--- src/rtl/weighted_rr_arbiter_if.sv ---
// weighted_rr_arbiter_if: request/weight/grant bundle between requesters and the arbiter
interface weighted_rr_arbiter_if #(
  parameter int N  = 4,
  parameter int WW = 4
);
  localparam int IW = $clog2(N);
  logic [N-1:0]    request;
  logic [N*WW-1:0] weight;
  logic            prio_mode;
  logic [N-1:0]    grant;
  logic [IW-1:0]   grant_id;
  logic            grant_valid;
  modport master (output request, weight, prio_mode, input grant, grant_id, grant_valid);
  modport slave  (input request, weight, prio_mode, output grant, grant_id, grant_valid);
endinterface

--- src/rtl/weighted_rr_arbiter.sv ---
// weighted_rr_arbiter: N-way weighted round-robin / fixed-priority arbiter with registered one-hot grant
module weighted_rr_arbiter #(
  parameter int N  = 4,
  parameter int WW = 4
) (
  input logic clk,
  input logic rst_n,
  weighted_rr_arbiter_if.slave bus
);
  localparam int IW = $clog2(N);
  localparam logic [IW:0] NL = (IW+1)'(N);
  typedef enum logic {IDLE, BURST} state_t;
  state_t          state_q, state_d;
  logic [N-1:0]    grant_q, grant_d;
  logic [IW-1:0]   grant_id_q, grant_id_d, ptr_q, ptr_d, win;
  logic [WW-1:0]   credit_q, credit_d, win_w;
  logic            found, hold;
  logic [IW:0]     j;
  // circular search from ptr (or from 0 in fixed-priority mode); first set request wins
  always_comb begin
    found = 1'b0;
    win   = '0;
    win_w = '0;
    j     = '0;
    for (int i = 0; i < N; i++) begin
      j = (bus.prio_mode ? '0 : {1'b0, ptr_q}) + (IW+1)'(i);
      j = j >= NL ? j - NL : j;
      if (!found && bus.request[j[IW-1:0]]) begin
        found = 1'b1;
        win   = j[IW-1:0];
        win_w = bus.weight[j[IW-1:0]*WW +: WW];
      end
    end
  end
  // owner holds while it keeps requesting and has credit left; otherwise take the search winner
  always_comb begin
    hold       = !bus.prio_mode && state_q == BURST && bus.request[grant_id_q] && credit_q > WW'(1);
    state_d    = hold || found ? BURST : IDLE;
    grant_d    = hold ? grant_q : found ? N'(1) << win : '0;
    grant_id_d = hold ? grant_id_q : found ? win : '0;
    credit_d   = hold ? credit_q - WW'(1) : found ? (win_w == '0 ? WW'(1) : win_w) : credit_q;
    ptr_d      = hold || !found || bus.prio_mode ? ptr_q : (win == IW'(N-1) ? '0 : win + IW'(1));
  end
  // state registers with synchronous active-low reset
  always_ff @(posedge clk) begin
    if (!rst_n) begin
      state_q    <= IDLE;
      grant_q    <= '0;
      grant_id_q <= '0;
      ptr_q      <= '0;
      credit_q   <= '0;
    end else begin
      state_q    <= state_d;
      grant_q    <= grant_d;
      grant_id_q <= grant_id_d;
      ptr_q      <= ptr_d;
      credit_q   <= credit_d;
    end
  end
  assign bus.grant       = grant_q;
  assign bus.grant_id    = grant_id_q;
  assign bus.grant_valid = state_q == BURST;
endmodule

--- src/flat_wrapper.sv ---
// flat-port wrapper written by rule: the top's interface ports become plain ports
module weighted_rr_arbiter_flat 
#(
  parameter int N  = 4,
  parameter int WW = 4
)
  (clk, rst_n, bus_request, bus_weight, bus_prio_mode, bus_grant, bus_grant_id, bus_grant_valid);
  weighted_rr_arbiter_if #(.N(N), .WW(WW)) bus_i ();
  input logic clk;
  input logic rst_n;
  input wire logic [$bits(bus_i.request)-1:0] bus_request;
  input wire logic [$bits(bus_i.weight)-1:0] bus_weight;
  input wire logic [$bits(bus_i.prio_mode)-1:0] bus_prio_mode;
  output wire logic [$bits(bus_i.grant)-1:0] bus_grant;
  output wire logic [$bits(bus_i.grant_id)-1:0] bus_grant_id;
  output wire logic [$bits(bus_i.grant_valid)-1:0] bus_grant_valid;
  assign bus_i.request = bus_request;
  assign bus_i.weight = bus_weight;
  assign bus_i.prio_mode = bus_prio_mode;
  assign bus_grant = bus_i.grant;
  assign bus_grant_id = bus_i.grant_id;
  assign bus_grant_valid = bus_i.grant_valid;
  weighted_rr_arbiter #(.N(N), .WW(WW)) u_core (.clk(clk), .rst_n(rst_n), .bus(bus_i));
endmodule
--- config.mk ---
export PLATFORM = sky130hd
export DESIGN_NAME = weighted_rr_arbiter_flat
export DESIGN_NICKNAME = d
export VERILOG_FILES = /design/src/rtl/weighted_rr_arbiter_if.sv /design/src/rtl/weighted_rr_arbiter.sv /design/src/flat_wrapper.sv
export SDC_FILE = /design/constraint.sdc
export NUM_CORES = 1
export LEC_CHECK = 0
export ABC_AREA = 1
export CORE_MARGIN = 2
export CORE_UTILIZATION = 35
export DETAILED_ROUTE_END_ITERATION = 8
export GPL_TIMING_DRIVEN = 0
export SYNTH_ARGS = -nofsm -noshare
export SYNTH_HDL_FRONTEND = slang
export SYNTH_SLANG_ARGS = --single-unit
--- constraint.sdc ---
create_clock -name clk -period 2.5 [get_ports clk]
set_input_delay 0.25 -clock clk [delete_from_list [all_inputs] [get_ports clk]]
set_output_delay 0.25 -clock clk [all_outputs]
set_load 0.01 [all_outputs]
==> results.tsv, run 1 <==
metric	value	unit
iteration count of the initial detailed-routing pass	4	
die boundary height	69.2	um
compound-cell area share of the yosys netlist	14.0	%
total CTS buffers	3	
CTS Hold Buffers Added	0	
main combinational cell family by area after synthesis	simple AND/OR/NAND/NOR gates	
Comb power frac	59.1	%
total of max-cap violations	0	
Least-Margin Pin Slew	455	ps
half-perimeter wire length of the detailed placement result	3.12	mm
via count of the first global-routing pass	1585	
final hold viol count	0	
accumulated negative setup slack	0	ps
number of buffers between clock root and the deepest sink	2	
global-route wire length before repair	6.83	mm
largest net degree at the start of global routing	11	
portion of the post-synthesis area used by sequential elements	17.5	%
CP Max Fanout	10	
proportion of synthesized area in mux cells	0	%
core area	4060	um^2
remaining design rule violation count	0	
clock tree from TritonCTS	yes	
Netlist cell types	27	
die width	69.2	um
count of endpoints failing setup in the final report	0	
leftover overflow at the end of global routing	0	
area growth from synthesis to final layout	29.6	%
largest area contributor in the synthesized netlist	nand2_1	
adder and majority gate portion of the synthesized area	5.05	%
Final period util	91.7	%
max-slew violation count	0	
number of top-level design ports	30	
share of the synthesized area in the top cell type	23.0	%
worst min-delay path class	flip-flop to flip-flop	
static leakage	0.952	nW
worst hold slack across all endpoints	467	ps
clock latency on the worst-skew pair	240	ps
run status	completed	
cell types occupying the most area after synthesis	nand2_1 (23%), dfxtp_1 (17%), nand3_1 (11%), inv_1 (6.8%), ha_1 (5.0%)	
remaining number of nets flagged by the antenna check after routing	0	
fraction of layout instances using a drive strength above 1	12.5	%
Fmax achieved	436	MHz
kind of critical path	flip-flop to flip-flop	
number of register bits inferred by synthesis	13	
count of flip-flops with a built-in enable after synthesis	0	
most common cell in the synthesized netlist	nand2_1	
clock root buffer	clkbuf_8	
sequential cell area	260	um^2
data arrival at the endpoint of the critical path	2430	ps
number of antenna violations at the first check in global routing	0	
via count	1742	
most instantiated flip-flop cell in the synthesis netlist	dfxtp_1	
Post-Route WL	3.94	mm
XOR/XNOR share of the synthesized area	0	%
gate count of the mapped netlist	269	
net switching power	0.000535	W
fill cell count	445	
row count	23	
power share of the clock group	16.1	%
total power divided by cell area	617	nW/um^2
gr usage total	17.0	%
post-synth net total	298	
Clock Sinks	13	
Critical Path Sink Type	flip-flop	
Required @ worst endpoint	2640	ps
Iter 0 DRT Violations	118	
Total Die Area	4790	um^2
async set-reset flop share out of synthesis	0	%
count of inserted antenna diode cells	0	
fraction of power spent switching nets	45.0	%
initial core utilization	36.7	%
Worst Setup Start Kind	flip-flop	
post-synthesis cell area	1490	um^2
Period minus WS final	2290	ps
top post-synthesis cells by count	nand2_1 (91), nand3_1 (34), inv_1 (27)	
area of the multi-input gates	1050	um^2
RePlAce Congestion	0.874	
count of buffers from port buffering	29	
cell internal pwr	0.000654	W
average wire length per cell after detail routing	11.1	um
Worst-path clk slew	60	ps
setup repair after global routing missed its margin	false	
Yosys warning count	0	
Max rail drop VDD	0.306	mV
Vias per Instance	4.92	
Post-Synthesis Mean Instance Area	5.53	um^2
synthesized-area fraction occupied by and/or/nand/nor cells	49.8	%
Final Core Density	47.5	%
Worst Skew	2.41	ps
share of power burned in registers	24.8	%
CTS H-tree depth	1	
worst slew slack as a fraction of its limit	69.7	%
count of nets after finishing	334	
[worst max-delay path, stage by stage (launching register included)]
cell and delay [ps]:
dfxtp_1 350, inv_2 50, nor2_1 160, nand2_1 90, nand2_2 200, nand2_1 90, nand2_2 180, nand3_4 130
inv_2 70, nand2_2 70, o21ai_2 220, inv_2 80, ha_1 280, o21ai_1 150, a21oi_1 50
[worst paths after layout]
| kind | endpoint | cells after the start | start | slack, ps |
|---|---|---|---|---|
| worst max register to register | u_core.ptr_q[1] | 14 | u_core.ptr_q[1] | 210 |
| worst max-delay path | u_core.ptr_q[1] | 14 | u_core.ptr_q[1] | 210 |
| worst min-delay path | u_core.bus.grant[2] | 2 | u_core.bus.grant[2] | 470 |
| worst min register to register | u_core.bus.grant[2] | 2 | u_core.bus.grant[2] | 470 |
[placed cells by master, fill, tap and decap left out, types with 2 or more instances in the layout]
cell type        count
o21ai_1              4
o21ai_2              2
nand2_1             89
a21oi_1             12
ha_1                 6
o211ai_1             2
inv_1               27
clkbuf_8             3
nand4_1              4
buf_6                2
clkdlybuf4s50_1     28
o21ai_0             14
nor2_4               3
nand3_1             34
buf_2                3
buf_4                5
inv_2                8
dfxtp_1             13
or2_2                2
a211oi_1             2
nor2_1              18
nand3b_1             4
nand2_2              6
nor3_1               3
clkbuf_1             3
[per-stage QoR]
stage          power (W)  area (um^2)  cells  worst slack, ps
2_1_floorplan   0.000772         1490    269              450
3_3_place_gp    0.000977         1840    348             -394
3_5_place_dp    0.000975         1840    348             -369
4_1_cts          0.00118         1900    352             10.8
5_1_grt          0.00132         1930    354             27.5
6_report         0.00119         1930    354              206
[registers in the layout, indices dropped and copies added (netlist names)]
register                flops
u_core.bus.grant            4
u_core.bus.grant_id         2
u_core.bus.grant_valid      1
u_core.credit_q             4
u_core.ptr_q                2
[metal layers]
metal / track usage, % / share of wire [%] / vias to the layer above
met1: 24.3 / 51 / 769
met5: 0 / 0 / -
met2: 27.2 / 44 / 36
li1: - / - / 933
met3: 2.91 / 4.6 / 4
met4: 2.61 / 0.58 / 0
[kinds of logic after synthesis]
logic type / count (synthesis)
AOI/OAI and AO/OA: 38
adders and majority gates: 6
buffers and inverters: 46
DFF: 13
and+or+nand+nor: 166
[what timing repair did]
| action | in CTS | in global routing |
|---|---|---|
| endpoints found under the setup margin | 1 | 4 |
| resized for setup | 5 | 5 |
| pin swaps | 0 | 1 |
| buffers inserted | 0 | 2 |
[power by group through the flow]
stage               registers, W  clock network, W  logic [W]
global route            0.000300          0.000207   0.000808
global placement        0.000299                 0   0.000679
CTS                     0.000295          0.000195   0.000692
floorplan               0.000304                 0   0.000468
finish                  0.000295          0.000191   0.000703
detailed placement      0.000298                 0   0.000677
[final cells by class]
type	count	share of cell area, %
Multi-Input combinational cell	210	54.4
Timing Repair Buffer	31	16.0
Sequential cell	13	13.5
Inverter	35	6.81
Buffer	11	3.76
Tap cell	50	3.24
Clock buffer	4	2.34
No activity file was read; power rests on OpenSTA's default activity.
==> run 2, diff against run 1 <==
--- a/config.mk
+++ b/config.mk
@@ -6,6 +6,7 @@
 export NUM_CORES = 1
 export LEC_CHECK = 0
 export ABC_AREA = 1
+export ABC_CLOCK_PERIOD_IN_PS = 2500
 export CORE_MARGIN = 2
 export CORE_UTILIZATION = 35
 export DETAILED_ROUTE_END_ITERATION = 8
==> results of run 2 <==
Same layout as run 1: the final DEF is identical, and so are final timing and power.
==> run 3, diff against run 2 <==
--- a/config.mk
+++ b/config.mk
@@ -9,6 +9,7 @@
 export ABC_CLOCK_PERIOD_IN_PS = 2500
 export CORE_MARGIN = 2
 export CORE_UTILIZATION = 35
+export CTS_CLUSTER_SIZE = 30
 export DETAILED_ROUTE_END_ITERATION = 8
 export GPL_TIMING_DRIVEN = 0
 export SYNTH_ARGS = -nofsm -noshare
==> results of run 3 <==
Same layout as run 1: the final DEF is identical, and so are final timing and power.
